### config.mk
export PLATFORM = sky130hd
export DESIGN_NAME = flutter_ctrl
export DESIGN_NICKNAME = d
export VERILOG_FILES = /design/src/rtl/flutter_ctrl.sv
export SDC_FILE = /design/constraint.sdc
export NUM_CORES = 1
export LEC_CHECK = 0
export ABC_AREA = 1
export CORE_UTILIZATION = 63
export CTS_BUF_LIST = sky130_fd_sc_hd__clkbuf_8
export DETAILED_ROUTE_END_ITERATION = 16
export PLACE_DENSITY = 0.82
export SLEW_MARGIN = 5
export SYNTH_ARGS = -nofsm -noshare
export SYNTH_HDL_FRONTEND = slang
export SYNTH_SLANG_ARGS = --single-unit
### constraint.sdc
create_clock -name clk100mhz -period 1.7 [get_ports clk100mhz]
set_clock_uncertainty 0.15 [all_clocks]
set_input_delay 0.34 -clock clk100mhz [delete_from_list [all_inputs] [get_ports clk100mhz]]
set_output_delay 0.34 -clock clk100mhz [all_outputs]
set_load 0.03 [all_outputs]
### src/rtl/flutter_ctrl.sv
// flutter_ctrl: command sequencer for the scrolling 4-digit display,
// plus the digit scan scheduler that shares one 7-segment decoder.
module flutter_ctrl #(
    parameter int unsigned SCAN_DIV   = 100000,
    parameter int unsigned SCROLL_DIV = 50000000
) (
    input  logic       clk100mhz,
    input  logic       clr,
    input  logic       sw_add,
    input  logic       sw_left,
    input  logic       enable,
    output logic [3:0] pos,
    output logic [3:0] digit,
    output logic       busy
);
    localparam int unsigned SCAN_W = (SCAN_DIV > 1) ? $clog2(SCAN_DIV) : 1;
    localparam int unsigned SCRL_W = (SCROLL_DIV > 1) ? $clog2(SCROLL_DIV) : 1;
    localparam logic [SCAN_W-1:0] SCAN_LAST = SCAN_W'(SCAN_DIV - 1);
    localparam logic [SCRL_W-1:0] SCRL_LAST = SCRL_W'(SCROLL_DIV - 1);

    typedef enum logic [1:0] {
        S_IDLE,
        S_ADD,
        S_ROT,
        S_HOLD
    } state_e;

    state_e            state_q, state_d;
    logic              rot_left_q, rot_left_d;
    logic [1:0]        add_sync_q, left_sync_q;
    logic              add_prev_q, left_prev_q;
    logic              add_pend_q, add_pend_d;
    logic              left_pend_q, left_pend_d;
    logic              auto_pend_q, auto_pend_d;
    logic [SCRL_W-1:0] scrl_cnt_q, scrl_cnt_d;
    logic [SCAN_W-1:0] scan_cnt_q, scan_cnt_d;
    logic [1:0]        idx_q, idx_d;
    logic [3:0]        pos_q, pos_d;
    logic [3:0]        digit_q, digit_d;
    logic [3:0]        d_q [4];
    logic [3:0]        d_d [4];

    logic add_edge, left_edge;
    logic do_add, do_rot;
    logic clr_add, clr_left, clr_auto;
    logic scan_term;

    assign add_edge  = add_sync_q[1] & ~add_prev_q;
    assign left_edge = left_sync_q[1] & ~left_prev_q;

    always_comb begin
        state_d    = state_q;
        rot_left_d = rot_left_q;
        do_add     = 1'b0;
        do_rot     = 1'b0;
        clr_add    = 1'b0;
        clr_left   = 1'b0;
        clr_auto   = 1'b0;
        unique case (state_q)
            S_IDLE: begin
                if (add_pend_q) begin
                    state_d = S_ADD;
                end else if (left_pend_q) begin
                    state_d    = S_ROT;
                    rot_left_d = 1'b1;
                end else if (auto_pend_q) begin
                    state_d    = S_ROT;
                    rot_left_d = 1'b0;
                end
            end
            S_ADD: begin
                do_add  = 1'b1;
                clr_add = 1'b1;
                state_d = S_HOLD;
            end
            S_ROT: begin
                do_rot   = 1'b1;
                clr_left = rot_left_q;
                clr_auto = ~rot_left_q;
                state_d  = S_HOLD;
            end
            S_HOLD:  state_d = S_IDLE;
            default: state_d = S_IDLE;
        endcase
    end

    // A new edge wins over a same-cycle clear so no command is dropped.
    always_comb begin
        add_pend_d  = add_edge | (add_pend_q & ~clr_add);
        left_pend_d = left_edge | (left_pend_q & ~clr_left);
        auto_pend_d = auto_pend_q & ~clr_auto;
        scrl_cnt_d  = scrl_cnt_q + SCRL_W'(1);
        if (!enable) begin
            scrl_cnt_d  = '0;
            auto_pend_d = 1'b0;
        end else if (scrl_cnt_q == SCRL_LAST) begin
            scrl_cnt_d  = '0;
            auto_pend_d = 1'b1;
        end
    end

    always_comb begin
        d_d = d_q;
        if (do_add) begin
            d_d[0] = d_q[0] + 4'd1;
        end
        if (do_rot) begin
            d_d[0] = d_q[3];
            d_d[1] = d_q[0];
            d_d[2] = d_q[1];
            d_d[3] = d_q[2];
        end
    end

    always_comb begin
        scan_term  = (scan_cnt_q == SCAN_LAST);
        scan_cnt_d = scan_term ? '0 : scan_cnt_q + SCAN_W'(1);
        idx_d      = scan_term ? idx_q + 2'd1 : idx_q;
        pos_d      = ~(4'b0001 << idx_q);
        digit_d    = d_q[idx_q];
    end

    always_ff @(posedge clk100mhz or negedge clr) begin
        if (!clr) begin
            state_q     <= S_IDLE;
            rot_left_q  <= 1'b0;
            add_sync_q  <= '0;
            left_sync_q <= '0;
            add_prev_q  <= 1'b0;
            left_prev_q <= 1'b0;
            add_pend_q  <= 1'b0;
            left_pend_q <= 1'b0;
            auto_pend_q <= 1'b0;
            scrl_cnt_q  <= '0;
            scan_cnt_q  <= '0;
            idx_q       <= '0;
            pos_q       <= 4'b1110;
            digit_q     <= '0;
            d_q         <= '{default: 4'h0};
        end else begin
            state_q     <= state_d;
            rot_left_q  <= rot_left_d;
            add_sync_q  <= {add_sync_q[0], sw_add};
            left_sync_q <= {left_sync_q[0], sw_left};
            add_prev_q  <= add_sync_q[1];
            left_prev_q <= left_sync_q[1];
            add_pend_q  <= add_pend_d;
            left_pend_q <= left_pend_d;
            auto_pend_q <= auto_pend_d;
            scrl_cnt_q  <= scrl_cnt_d;
            scan_cnt_q  <= scan_cnt_d;
            idx_q       <= idx_d;
            pos_q       <= pos_d;
            digit_q     <= digit_d;
            d_q         <= d_d;
        end
    end

    assign pos   = pos_q;
    assign digit = digit_q;
    assign busy  = (state_q != S_IDLE);

endmodule

Yosys cells after proc, flatten, opt, wreduce, memory -nomap -nowiden
Index checks and enable logic that the tools add are counted.
{"block": "word_totals", "reg_bits": 81, "in_bits": 5, "output_inout_bits": 9}
{"block": "classes", "shift": 1, "eq_ne": 6, "muxes": 20, "n_reduce_logical": 6, "bitwise": 16, "n_lt_le_gt_ge": 1, "addsub": 4}
{"operator": "26-bit two-way mux", "count": 2}
{"operator": "26-bit by 1-bit adder with 26-bit output, second input constant", "count": 1}
{"operator": "26-bit == test, second input constant", "count": 1}
{"operator": "17-bit by 1-bit adder with 17-bit output, second input constant", "count": 1}
{"operator": "17-bit == test, second input constant", "count": 1}
{"operator": "17-bit two-way mux", "count": 1}
{"operator": "16-bit two-way mux", "count": 1}
{"operator": "4-bit two-way mux", "count": 3}
{"operator": "4-bit binary-select mux with 2-bit select", "count": 1}
{"operator": "1-bit two-way mux", "count": 8}
{"operator": "1-bit NOT", "count": 7}
{"operator": "2-bit two-way mux", "count": 3}
{"operator": "2-bit case mux with 3 select lines", "count": 1}
{"operator": "2-bit nonzero test", "count": 3}
{"operator": "1-bit AND", "count": 5}
{"operator": "4-bit by 1-bit adder with 4-bit output, second input constant", "count": 1}
{"operator": "2-bit == test, second input constant", "count": 2}
{"operator": "4-bit != test, second input constant", "count": 1}
{"operator": "4-bit NOT", "count": 1}
{"operator": "1-bit by 2-bit left shift with 4-bit output, first input constant", "count": 1}
{"operator": "3-bit greater-or-equal comparator, second input constant", "count": 1}
{"operator": "2-bit NOT with 3-bit output", "count": 1}
{"operator": "3-bit AND reduction", "count": 1}
{"operator": "2-bit by 1-bit adder with 2-bit output, second input constant", "count": 1}
{"operator": "4 further kinds", "count": 5}

Logic depth before layout (Yosys ltp)
{"block": "logic_depth", "ltp_word": 6, "mapped_depth": 9, "mapped_depth_nobuf": 9}

Worst setup path before layout
No wires, ideal clock.
{"block": "synth_path", "path_type": "register to register", "start": "reg scrl_cnt_q[0]", "end": "reg scrl_cnt_q[21]", "t_arrival_ns": 1.310, "path_stages_with_launch": 9, "path_slack_ns": 0.168, "synth_period_minus_slack_ns": 1.532, "setup_ns": 0.071, "cell_sequence": "dfrtp_1 -> ha_1 -> nand2_2 -> nor2_4 -> and3_1 -> nand2_1 -> nand2_2 -> buf_6 -> nor2_1"}
{"block": "synth_between", "elab_chain_len": 3}
{"element": "start: declaration", "line_no": "35", "source": "logic [SCRL_W-1:0] scrl_cnt_q, scrl_cnt_d;"}
{"element": "start signal: assignment", "line_no": "150", "source": "scrl_cnt_q <= scrl_cnt_d;"}
{"element": "26-bit by 1-bit adder with 26-bit output or 26-bit == test (tied branches)", "line_no": "92, 96"}
{"element": "26-bit two-way mux (*)", "line_no": "96", "source": "end else if (scrl_cnt_q == SCRL_LAST) begin"}
{"element": "26-bit two-way mux (*)", "line_no": "93", "source": "if (!enable) begin"}
{"element": "via scrl_cnt_d[21]", "line_no": "35"}
The timed path passes the listed nets; every way through them passes the cells marked *.
A chain may end at the register's enable or synchronous reset.

Worst setup path after layout
{"block": "layout_path", "start": "reg scrl_cnt_q[0]", "end": "reg scrl_cnt_q[15]"}
The elaborated chain is that of the path after synthesis.

==> results_dict.tcl <==
set metrics [dict create \
    seq_area_frac_synth_pct 50.7 \
    finalInstanceArea_sq_um 4600 \
    p_leak_nw 2.16 \
    grt_pass1_vias 3225 \
    cts_tree "yes" \
    antenna_found_initial 0 \
    timing.hold.ws_ps 232 \
    worstHoldPathType "reg -> reg" \
    period_needed_ps 1680 \
    path_clk_slew_ps 90 \
    nets 545 \
    synth_area_per_cell_sq_um 8.07 \
    power.total_mw 5.20 \
    worstSetupPathType "reg -> reg" \
    die_h_um 81.7 \
    synth_commonest_cells "nand2_1, nor2_1, dfrtp_1, inv_1, o21ai_0" \
    syn_inst 496 \
    synth_edf_count 0 \
    yosysMostFrequentCell "nand2_1" \
    period_share_pct 98.7 \
    final_hold_viol_count 0 \
    yosys_warnings 0 \
    async_reset_ff_share_pct 100 \
    crit_path_frequent_cell "nand2_4" \
    num_rows 28 \
    switching_share_pct 32.3 \
    drive_gt1_share_pct 12.3 \
    place_ws_ps -46.8 \
    p_int_mw 3.52 \
    synth_cell_types 30 \
    fp.dieArea_sq_um 6680 \
    synth_seq_cells 81 \
    start_kind "flip-flop" \
    syn_to_final_growth_pct 14.7 \
    clock_power_share_pct 29.3 \
    drc_errors 0 \
    rsz0062_at_grt "true" \
    cp_max_fo 8 \
    synth_area_sq_um 4010 \
    drt-pass1-iter-count 6 \
    place_hpwl_um 5700 \
    critPathSlowestCell "dfrtp_1" \
    place_area_sq_um 4260 \
    clockRootBuffer "clkbuf_8" \
    relSlewSlack_pct 73.6 \
    layout_setup_ws_ps 21.9 \
    die_x_um 81.7 \
    netlist.top_cell.by_area "dfrtp_1" \
    outcome "complete, no violations" \
    io_pins 14 \
    grt_first_pass_wirelength_um 13600 \
    cp_top_family "simple AND/OR/NAND/NOR gates" \
    place_congestion 0.978 \
    cts.sinks 81 \
    cts-htree-levels 3 \
    antenna_left 0 \
    portBuffers 13 \
    p_switching_mw 1.68 \
    start_util_pct 66.5 \
    grt-ovfl-total 0 \
    grt.total_usage_pct 27.2 \
    cts_buffer_depth 2 \
    cp-end-kind "flip-flop" \
    maxSlewViolCount 0 \
    cp_cell_sequence "ha_2, nand2_4, nor2_4, and3_1, nand2_2, nand2_4, nor2_1" \
    synth_top_area_share_pct 48.7 \
    netlist_top_cells_area "dfrtp_1, nand2_1, nor2_1" \
    clk_latency_ps 360 \
    vdd_drop_max_mv 1.04 \
    grt_max_degree 40 \
    fmax_ghz 0.596 \
    synth_ff_type "dfrtp_1" \
    n_antenna_cell 0 \
    via_per_inst 5.47 \
    tightestPinTransition_ps 396 \
    drt_wl_total_um 8530 \
    arrival_ps 1770 \
    core_sq_um 6030 \
    drtIter0Drc 269 \
    power_density_nw_per_um2 1130 \
    setup_violations 0 \
    pwr-share-comb_pct 24.2 \
    vias 3334 \
    crit_path_max_incr_delay_ps 400 \
    synth_nets 511 \
    drv_cap 0 \
    critPathBufInv 0 \
    cts_buffers 9 \
    seqPwrFrac_pct 46.5 \
    cp.required_ps 1790 \
    wire_per_inst_um 14.0 \
]
power groups by stage:
stage	Sequential, mW	Combinational, mW	Clock [mW]
floorplan	2.49	0.661	0
global placement	2.43	1.07	0
detailed placement	2.45	1.13	0
CTS	2.41	1.18	1.53
global route	2.45	1.41	1.61
finish	2.42	1.26	1.52
path summary, 6_finish.rpt:
kind	startpoint	to	slack, ps	cells after the start
worst max-delay path	scrl_cnt_q[0]	scrl_cnt_q[15]	20	7
worst min-delay path	left_sync_q[0]	left_sync_q[1]	230	0
worst max register to register	scrl_cnt_q[0]	scrl_cnt_q[15]	20	7
worst min register to register	left_sync_q[0]	left_sync_q[1]	230	0
max in group asynchronous	clr	scrl_cnt_q[11]	570	3
min in group asynchronous	clr	state_q[0]	270	2
cell usage in the layout, fill, tap and decap left out, types with 4 or more instances in the layout:
cell           instances
buf_4                 14
nor2_1                87
dfrtp_1               78
nand2_2                5
o21ai_0               29
dlygate4sd2_1          5
nand2_1              124
nand2_4                4
clkbuf_8               9
inv_1                 61
nor3_1                 5
nand3_1               20
xor2_1                18
o22ai_1                5
nor2_2                 6
ha_1                   7
nand4_1                7
a21oi_1                7
nor2_4                 6
area by class of cell:
| cell class | instances | area, sq um |
|---|---|---|
| clock inverters | 7 | 90.1 |
| multi-input cells | 345 | 1750 |
| well taps | 75 | 93.8 |
| inverters | 65 | 249 |
| flip-flops and latches | 81 | 2030 |
| clock buffers | 9 | 124 |
| repair buffers | 28 | 254 |
| fillers | 426 | 1430 |
flip-flops by register name (all words and copies together), names as in the netlist, 2 cells and up:
name and count:
digit 4, add_sync_q 2, left_sync_q 2, d_q 16
scrl_cnt_q 26, pos 4, idx_q 2, scan_cnt_q 17
state_q 2
routing by layer:
layer,up-vias,wire length [um],global-route usage (%)
met3,30,504,6.22
met5,-,0,0
met4,0,249,16.7
met1,1566,3640,32.8
met2,132,4140,44.1
li1,1606,-,-
cell families (layout without fill, tap and decap cells):
kind of cell    count (synthesis)  after routing  synth area share [%]
compound gates                 47             47                  6.40
xor+xnor                       21             21                  4.59
fa+ha+maj                      10             10                  3.12
buf+inv                        71            109                  6.90
flops                          81             81                  50.7
simple gates                  266            267                  28.3
through the flow:
step / TNS (ps) / util, % / cells
floorplan: 0 / - / 496
global placement: 0 / 70.8 / 586
detailed placement: -461 / 70.8 / 586
CTS: 0 / 74.9 / 605
global route: -562 / 76.3 / 610
finish: 0 / 76.3 / 610
repair_timing:
| action | CTS | global route |
|---|---|---|
| endpoints found under the setup margin | 24 | 34 |
| pin swaps | 0 | 5 |
| cloned | 0 | 1 |
| endpoints found under the hold margin | 19 | 0 |
| hold buffers | 1 | 0 |
| setup buffers | 2 | 4 |
| resized for setup | 20 | 13 |
No activity file was read; power rests on OpenSTA's default activity.
